--- src/rtl/data_mem_ctrl.sv ---
// Load/store controller between the MEM stage and a word-organised data RAM.
// Does sub-word load extension and read-modify-write for byte/halfword stores.
module data_mem_ctrl #(
  parameter bit ALIGN_CHECK = 1'b1
) (
  input  logic        clk,
  input  logic        rst_n,
  input  logic        req_valid,
  output logic        req_ready,
  input  logic        is_store,
  input  logic [1:0]  size,
  input  logic        ld_unsigned,
  input  logic [31:0] addr,
  input  logic [31:0] wdata,
  output logic        resp_valid,
  output logic [31:0] rdata,
  output logic        err,
  output logic        ram_ce,
  output logic        ram_we,
  output logic [31:0] ram_addr,
  output logic [31:0] ram_wdata,
  input  logic [31:0] ram_rdata
);

  typedef enum logic [2:0] {IDLE, RD, RMW_RD, WR, RESP} state_t;

  state_t      state_reg;
  logic [1:0]  size_reg;
  logic        ld_unsigned_reg;
  logic [1:0]  lane_reg;
  logic [15:0] wdata_reg;
  logic [31:0] wbuf_reg;
  logic [31:0] rdata_reg;
  logic [31:0] ram_addr_reg;
  logic        resp_valid_reg;
  logic        err_reg;
  logic        ram_ce_reg;
  logic        ram_we_reg;

  logic        req_err;
  logic [7:0]  byte_val;
  logic [15:0] half_val;
  logic [31:0] ld_data;
  logic [4:0]  lane_shift;
  logic [31:0] lane_mask;
  logic [31:0] lane_data;
  logic [31:0] st_merge;

  assign req_ready  = (state_reg == IDLE) & rst_n;
  assign resp_valid = resp_valid_reg;
  assign rdata      = rdata_reg;
  assign err        = err_reg;
  assign ram_ce     = ram_ce_reg;
  assign ram_we     = ram_we_reg;
  assign ram_addr   = ram_addr_reg;
  assign ram_wdata  = wbuf_reg;

  // Without alignment checking, halves use addr[1] only and words ignore addr[1:0].
  assign req_err = (size == 2'b11) |
                   (ALIGN_CHECK & (((size == 2'b01) & addr[0]) |
                                   ((size == 2'b10) & (addr[1:0] != 2'b00))));

  always_comb begin
    byte_val = ram_rdata[7:0];
    case (lane_reg)
      2'd1:    byte_val = ram_rdata[15:8];
      2'd2:    byte_val = ram_rdata[23:16];
      2'd3:    byte_val = ram_rdata[31:24];
      default: byte_val = ram_rdata[7:0];
    endcase
    half_val = lane_reg[1] ? ram_rdata[31:16] : ram_rdata[15:0];
    case (size_reg)
      2'b00:   ld_data = {{24{~ld_unsigned_reg & byte_val[7]}}, byte_val};
      2'b01:   ld_data = {{16{~ld_unsigned_reg & half_val[15]}}, half_val};
      default: ld_data = ram_rdata;
    endcase
  end

  // Splice the store data into the word just read for the RMW write-back.
  always_comb begin
    if (size_reg == 2'b00) begin
      lane_shift = {lane_reg, 3'b000};
      lane_mask  = 32'h0000_00FF << lane_shift;
      lane_data  = {24'h0, wdata_reg[7:0]} << lane_shift;
    end else begin
      lane_shift = {lane_reg[1], 4'b0000};
      lane_mask  = 32'h0000_FFFF << lane_shift;
      lane_data  = {16'h0, wdata_reg} << lane_shift;
    end
    st_merge = (ram_rdata & ~lane_mask) | lane_data;
  end

  always_ff @(posedge clk or negedge rst_n) begin
    if (!rst_n) begin
      state_reg       <= IDLE;
      size_reg        <= 2'b00;
      ld_unsigned_reg <= 1'b0;
      lane_reg        <= 2'b00;
      wdata_reg       <= 16'h0;
      wbuf_reg        <= 32'h0;
      rdata_reg       <= 32'h0;
      ram_addr_reg    <= 32'h0;
      resp_valid_reg  <= 1'b0;
      err_reg         <= 1'b0;
      ram_ce_reg      <= 1'b0;
      ram_we_reg      <= 1'b0;
    end else begin
      case (state_reg)
        IDLE: begin
          if (req_valid && req_ready) begin
            size_reg        <= size;
            ld_unsigned_reg <= ld_unsigned;
            lane_reg        <= addr[1:0];
            wdata_reg       <= wdata[15:0];
            ram_addr_reg    <= {addr[31:2], 2'b00};
            if (req_err) begin
              state_reg      <= RESP;
              resp_valid_reg <= 1'b1;
              err_reg        <= 1'b1;
              rdata_reg      <= 32'h0;
            end else if (!is_store) begin
              state_reg  <= RD;
              ram_ce_reg <= 1'b1;
            end else if (size == 2'b10) begin
              state_reg  <= WR;
              wbuf_reg   <= wdata;
              ram_ce_reg <= 1'b1;
              ram_we_reg <= 1'b1;
            end else begin
              state_reg  <= RMW_RD;
              ram_ce_reg <= 1'b1;
            end
          end
        end
        RD: begin
          state_reg      <= RESP;
          rdata_reg      <= ld_data;
          ram_ce_reg     <= 1'b0;
          resp_valid_reg <= 1'b1;
        end
        RMW_RD: begin
          state_reg  <= WR;
          wbuf_reg   <= st_merge;
          ram_we_reg <= 1'b1;
        end
        WR: begin
          state_reg      <= RESP;
          ram_ce_reg     <= 1'b0;
          ram_we_reg     <= 1'b0;
          resp_valid_reg <= 1'b1;
        end
        RESP: begin
          state_reg      <= IDLE;
          resp_valid_reg <= 1'b0;
          err_reg        <= 1'b0;
          rdata_reg      <= 32'h0;
        end
        default: begin
          state_reg  <= IDLE;
          ram_ce_reg <= 1'b0;
          ram_we_reg <= 1'b0;
        end
      endcase
    end
  end

endmodule

--- config.mk ---
export PLATFORM = sky130hd
export DESIGN_NAME = data_mem_ctrl
export DESIGN_NICKNAME = d
export VERILOG_FILES = /design/src/rtl/data_mem_ctrl.sv
export SDC_FILE = /design/constraint.sdc
export NUM_CORES = 1
export LEC_CHECK = 0
export CAP_MARGIN = 20
export CORE_MARGIN = 2
export CORE_UTILIZATION = 45
export CTS_CLUSTER_SIZE = 12
export DETAILED_ROUTE_END_ITERATION = 8
export PLACE_DENSITY = 0.87
export SLEW_MARGIN = 20
export SYNTH_ARGS = -nofsm -noshare
export SYNTH_HDL_FRONTEND = slang
export SYNTH_SLANG_ARGS = --single-unit
--- constraint.sdc ---
create_clock -name clk -period 2.07 [get_ports clk]
set_clock_uncertainty 0.05 [all_clocks]
set_input_delay 0.621 -clock clk [delete_from_list [all_inputs] [get_ports clk]]
set_output_delay 0.621 -clock clk [all_outputs]
set_load 0.01 [all_outputs]
After elaboration in Yosys (flattened, before gate mapping)
Index checks and enable logic that the tools add are counted.
{"block": "op_classes", "n_eq_ne": 16, "shifts": 4, "mux": 30, "bitwise": 13, "n_reduce_logical": 18}
{"op": "$mux 32", "count": 8}
{"op": "$pmux 32 s2", "count": 2}
{"op": "$pmux 32 s3", "count": 1}
{"op": "$and 32x32->32", "count": 1}
{"op": "$not 32->32", "count": 1}
{"op": "$or 32x32->32", "count": 1}
{"op": "$shl 16x5->32", "count": 1}
{"op": "$shl 16x5->32 const A", "count": 1}
{"op": "$shl 8x5->32", "count": 1}
{"op": "$shl 8x5->32 const A", "count": 1}
{"op": "$pmux 8 s3", "count": 1}
{"op": "$mux 16", "count": 1}
{"op": "$reduce_and 3->1", "count": 4}
{"op": "$reduce_and 5->1", "count": 2}
{"op": "$mux 1", "count": 9}
{"op": "$pmux 3 s3", "count": 1}
{"op": "$eq 2x2->1 const B", "count": 4}
{"op": "$eq 2x1->1 const B", "count": 3}
{"op": "$eq 3x2->1 const B", "count": 2}
{"op": "$mux 3", "count": 2}
{"op": "$ne 2x2->1 const B", "count": 3}
{"op": "$pmux 1 s3", "count": 2}
{"op": "$reduce_bool 2->1", "count": 3}
{"op": "$reduce_bool 3->1", "count": 2}
{"op": "13 further kinds", "count": 24}
{"block": "word_totals", "register_bits": 122, "output_inout_bits": 101, "wordCells": 93}

Longest topological paths before layout
Gate-level depths: netlist of the first run.
{"block": "logic_depth", "word_depth": 7, "mapped_depth": 7, "ltp_nobuf": 4}

Worst setup path before layout of the first run
Ideal clock, no wire load.
{"block": "synth_timing", "path_type": "input to register", "from": "input size[0]", "to": "register rdata_reg[27], in the netlist rdata[27]", "setup_time_ps": 66, "arrival_time_ps": 1797, "required_time_ps": 1954, "setup_slack_ps": 156, "stages": 4, "path_cell_list": "o31ai_1 > a2bb2oi_1 > buf_2 > a221o_1"}
{"block": "synth_via", "elab_chain_cells": 6, "word_cells_on_any_way": 9}
{"item": "start: declaration", "line_no": "11", "text": "input logic [1:0] size,"}
{"item": "$eq 2x1->1 / $eq 2x2->1 (equally long branches)", "line_no": "60, 61"}
{"item": "$and 1x1->1 (on tied branches)", "line_no": "60, 61"}
{"item": "$or 1x1->1", "line_no": "60", "text": "(ALIGN_CHECK & (((size == 2'b01) & addr[0]) |"}
{"item": "$or 1x1->1 *", "line_no": "59", "text": "assign req_err = (size == 2'b11) |"}
{"item": "$ne 2x2->1 (no source line) *"}
{"item": "$reduce_and 3->1 (no source line) *"}
{"item": "end signal: assignment", "line_no": "137", "text": "rdata_reg <= ld_data;"}
{"item": "end: declaration", "line_no": "33", "text": "logic [31:0] rdata_reg;"}
Every way passes the cells marked *; elsewhere a longest branch is shown, timed or not.
A chain may end at the register's enable or synchronous reset.

Final worst setup path of the first run
{"block": "layout_timing", "from": "register state_reg[0]", "to": "output req_ready"}
{"block": "layout_via", "elab_chain_cells": 2}
{"item": "start: declaration", "line_no": "27", "text": "state_t state_reg;"}
{"item": "start signal: assignment", "line_no": "95", "text": "state_reg <= IDLE;"}
{"item": "start signal: assignment", "line_no": "117", "text": "state_reg <= RESP;"}
{"item": "start signal: assignment", "line_no": "122", "text": "state_reg <= RD;"}
{"item": "$logic_not 3->1", "line_no": "49", "text": "assign req_ready = (state_reg == IDLE) & rst_n;"}
{"item": "$and 1x1->1", "line_no": "49"}
{"item": "end: declaration", "line_no": "9", "text": "output logic req_ready,"}
No other way between the ends.

==> run metrics, run 1 <==
fin crit share 1.03; num rows 43; Die Wd 122 um; fmax 0.471 GHz; end of the critical path req_ready; Post-CTS Setup Bufs 0; largest net degree at the start of global routing 81; Hold Crit Class input port to asynchronous set/reset pin; vias in the first global route 5636; wire length per cell 20.8 um; grt total ovfl 0; ant diodes 0; Non-Filler Instances around 960; Main synth FF type dfrtp_1; H-tree depth 4; Final Cell Area between 9000 and 10000 um^2; Max VDD drop approximately 0.0008 V; cell taking the most area after synthesis dfrtp_1; core box area about 14000 um^2; Inst Count DP a little over 900; drt initial violations 512; arrival time worst endpoint roughly 1.5 ns; Mean Syn Cell Area around 12 um^2; synthesized area 6230 um^2; CP Cell Sequence or2_4 -> nor3b_4 -> buf_2; r2r setup slk 0.05 ns; final setup vio count 1; Vias/cell just under 6; Critical Path RT approximately 1.4 ns; first-pass GRT wire length 31.2 mm; antenna viol nets, final 0; most frequent cell after synthesis dfrtp_1; clock slew at reported path FFs around 0.050 ns; Slew Limit Fails 0; Yosys Warn Count 0; clk sinks 122; # IOs 204; drt pass-1 iters 5; CP Buf/Inv Count 1; Yosys top cell area share 0.490; EDFF count, synth 0; total die area 14800 um^2; pre-CTS setup slack -0.377 ns; Max Cap Violations 0; CTS Buf Count 17; Crit path max-delay family simple AND/OR/NAND/NOR gates; Setup crit start kind register; clk_lat worst skew around 0.41 ns; CP Depth 3; Routed Wire Length 20.0 mm; Static Leak about 4.2 nW; crit path time final between 2 and 2.5 ns; Worst R2R Start lane_reg[0]; critical path class register to output port; DRC viols 0; share of layout cells above drive strength 1 0.223; Synth Register Bits 122; CTS tree built; Final HPWL DP 14.8 mm; number of port buffers 201; fraction of registers with async set/reset 1.00; clk buf depth 2; RSZ-0062 raised after global routing yes; fin worst setup slack -0.0536 ns; most instantiated cells after synthesis 122 x dfrtp_1, 50 x mux2_4, 37 x nor2_1, 29 x nand2_1; Worst Setup SP state_reg[0]; Area Growth Syn to Fin 49.7%; utilization after layout 0.680; failing checks setup timing; max incr delay on CP 0.37 ns; Worst R2R End rdata[22]; chip height 122 um; Slew headroom 0.346; Worst-Margin Slew 0.981 ns; fin nets about 900; sequential element share of the synthesized area 0.490; total number of vias approximately 5600; distinct cell type count after synthesis 46; largest cells by area after synthesis dfrtp_1 49%, mux2_4 12%, a221o_1 2.9%, mux2_2 2.9%, a22o_1 2.2%; critical path peak fanout 2; antenna violations before repair 0; gp weighted congestion 0.927; Register-to-Register Path Depth 5; Root Buffer clkbuf_16; Initial Util 0.454; endpoint class of the critical path output port; placed instance area 8750 um^2; Mapped Cells about 540; GR Util All Layers 0.276; status finished, violations left; pwr/cell area between 1500 and 2000 nW/um^2; Final Hold Fails 0; Max stage delay cell, worst path dfrtp_1
==> worst min path at each step <==
stage	startpoint	to	slack (ns)	cells after the start
finish	rst_n	wdata_reg[11]	0.09	2
CTS	rst_n	wdata_reg[11]	0.07	2
detailed placement	ram_we	ram_we	0.42	2
global route	rst_n	wdata_reg[11]	0.07	2
global placement	ram_we	ram_we	0.42	2
floorplan	rst_n	err	0.28	0
==> cells in the final DEF, fill, tap and decap left out, drive strengths merged, types with 17 or more instances in the layout <==
cell type	n
clkdlybuf4s50	190
dfrtp	122
buf	69
mux2	66
nor2	37
nand2	30
a21oi	27
clkbuf	24
o21ai	20
a221o	18
a31oi	17
==> cells by family (layout without fill, tap and decap cells) <==
group           after synthesis  after routing  share of synthesized area
compound gates              177            177                      0.209
flops                       122            122                      0.490
simple gates                 98             98                     0.0787
mux                          77             77                      0.171
buf+inv                      64            307                     0.0512
other cells                   1              2                   0.000601
==> stage by stage <==
step / setup TNS (ns) / total power [mW] / hold WS (ns)
global route: -0.115 / 15.5 / 0.0716
CTS: -0.0712 / 14.7 / 0.0732
detailed placement: -15.75 / 11.8 / 0.420
global placement: -13.13 / 11.5 / 0.415
floorplan: 0 / 8.46 / 0.275
finish: -0.0536 / 14.7 / 0.0890
==> area by class of cell <==
class / instances / area, um^2
tap: 180 / 225
multi-input combinational: 354 / 2890
inverter: 12 / 45.0
clock inverter: 3 / 40.0
clock buffer: 24 / 502
sequential: 122 / 3050
timing repair buffer: 268 / 2580
fill: 955 / 4390
==> per-layer routing <==
metal,track usage,vias to the layer above,part of all wire
met5,0,-,0
met4,0.0790,0,0.019
met3,0.0805,32,0.077
met2,0.444,301,0.49
met1,0.365,2745,0.41
li1,-,2494,-
==> repair_timing <==
item | 4_1_cts | 5_1_grt
setup endpoints to repair | 1 | 22
gates cloned | 0 | 1
pin swaps | 2 | 1
hold buffers | 0 | 0
resized for setup | 5 | 13
==> where the power goes <==
group / total, mW / switching, mW / internal, mW
Sequential: 4.27 / 0.806 / 3.47
Combinational: 7.67 / 3.60 / 4.07
Clock: 2.75 / 0.982 / 1.77
Power figures use the tool's default switching activity.
==> run 2, diff against run 1 <==
--- a/config.mk
+++ b/config.mk
@@ -11,7 +11,6 @@
 export CTS_CLUSTER_SIZE = 12
 export DETAILED_ROUTE_END_ITERATION = 8
 export PLACE_DENSITY = 0.87
-export SLEW_MARGIN = 20
 export SYNTH_ARGS = -nofsm -noshare
 export SYNTH_HDL_FRONTEND = slang
 export SYNTH_SLANG_ARGS = --single-unit
==> results of run 2 <==
Final layout, timing and power as in run 1 (identical DEF).
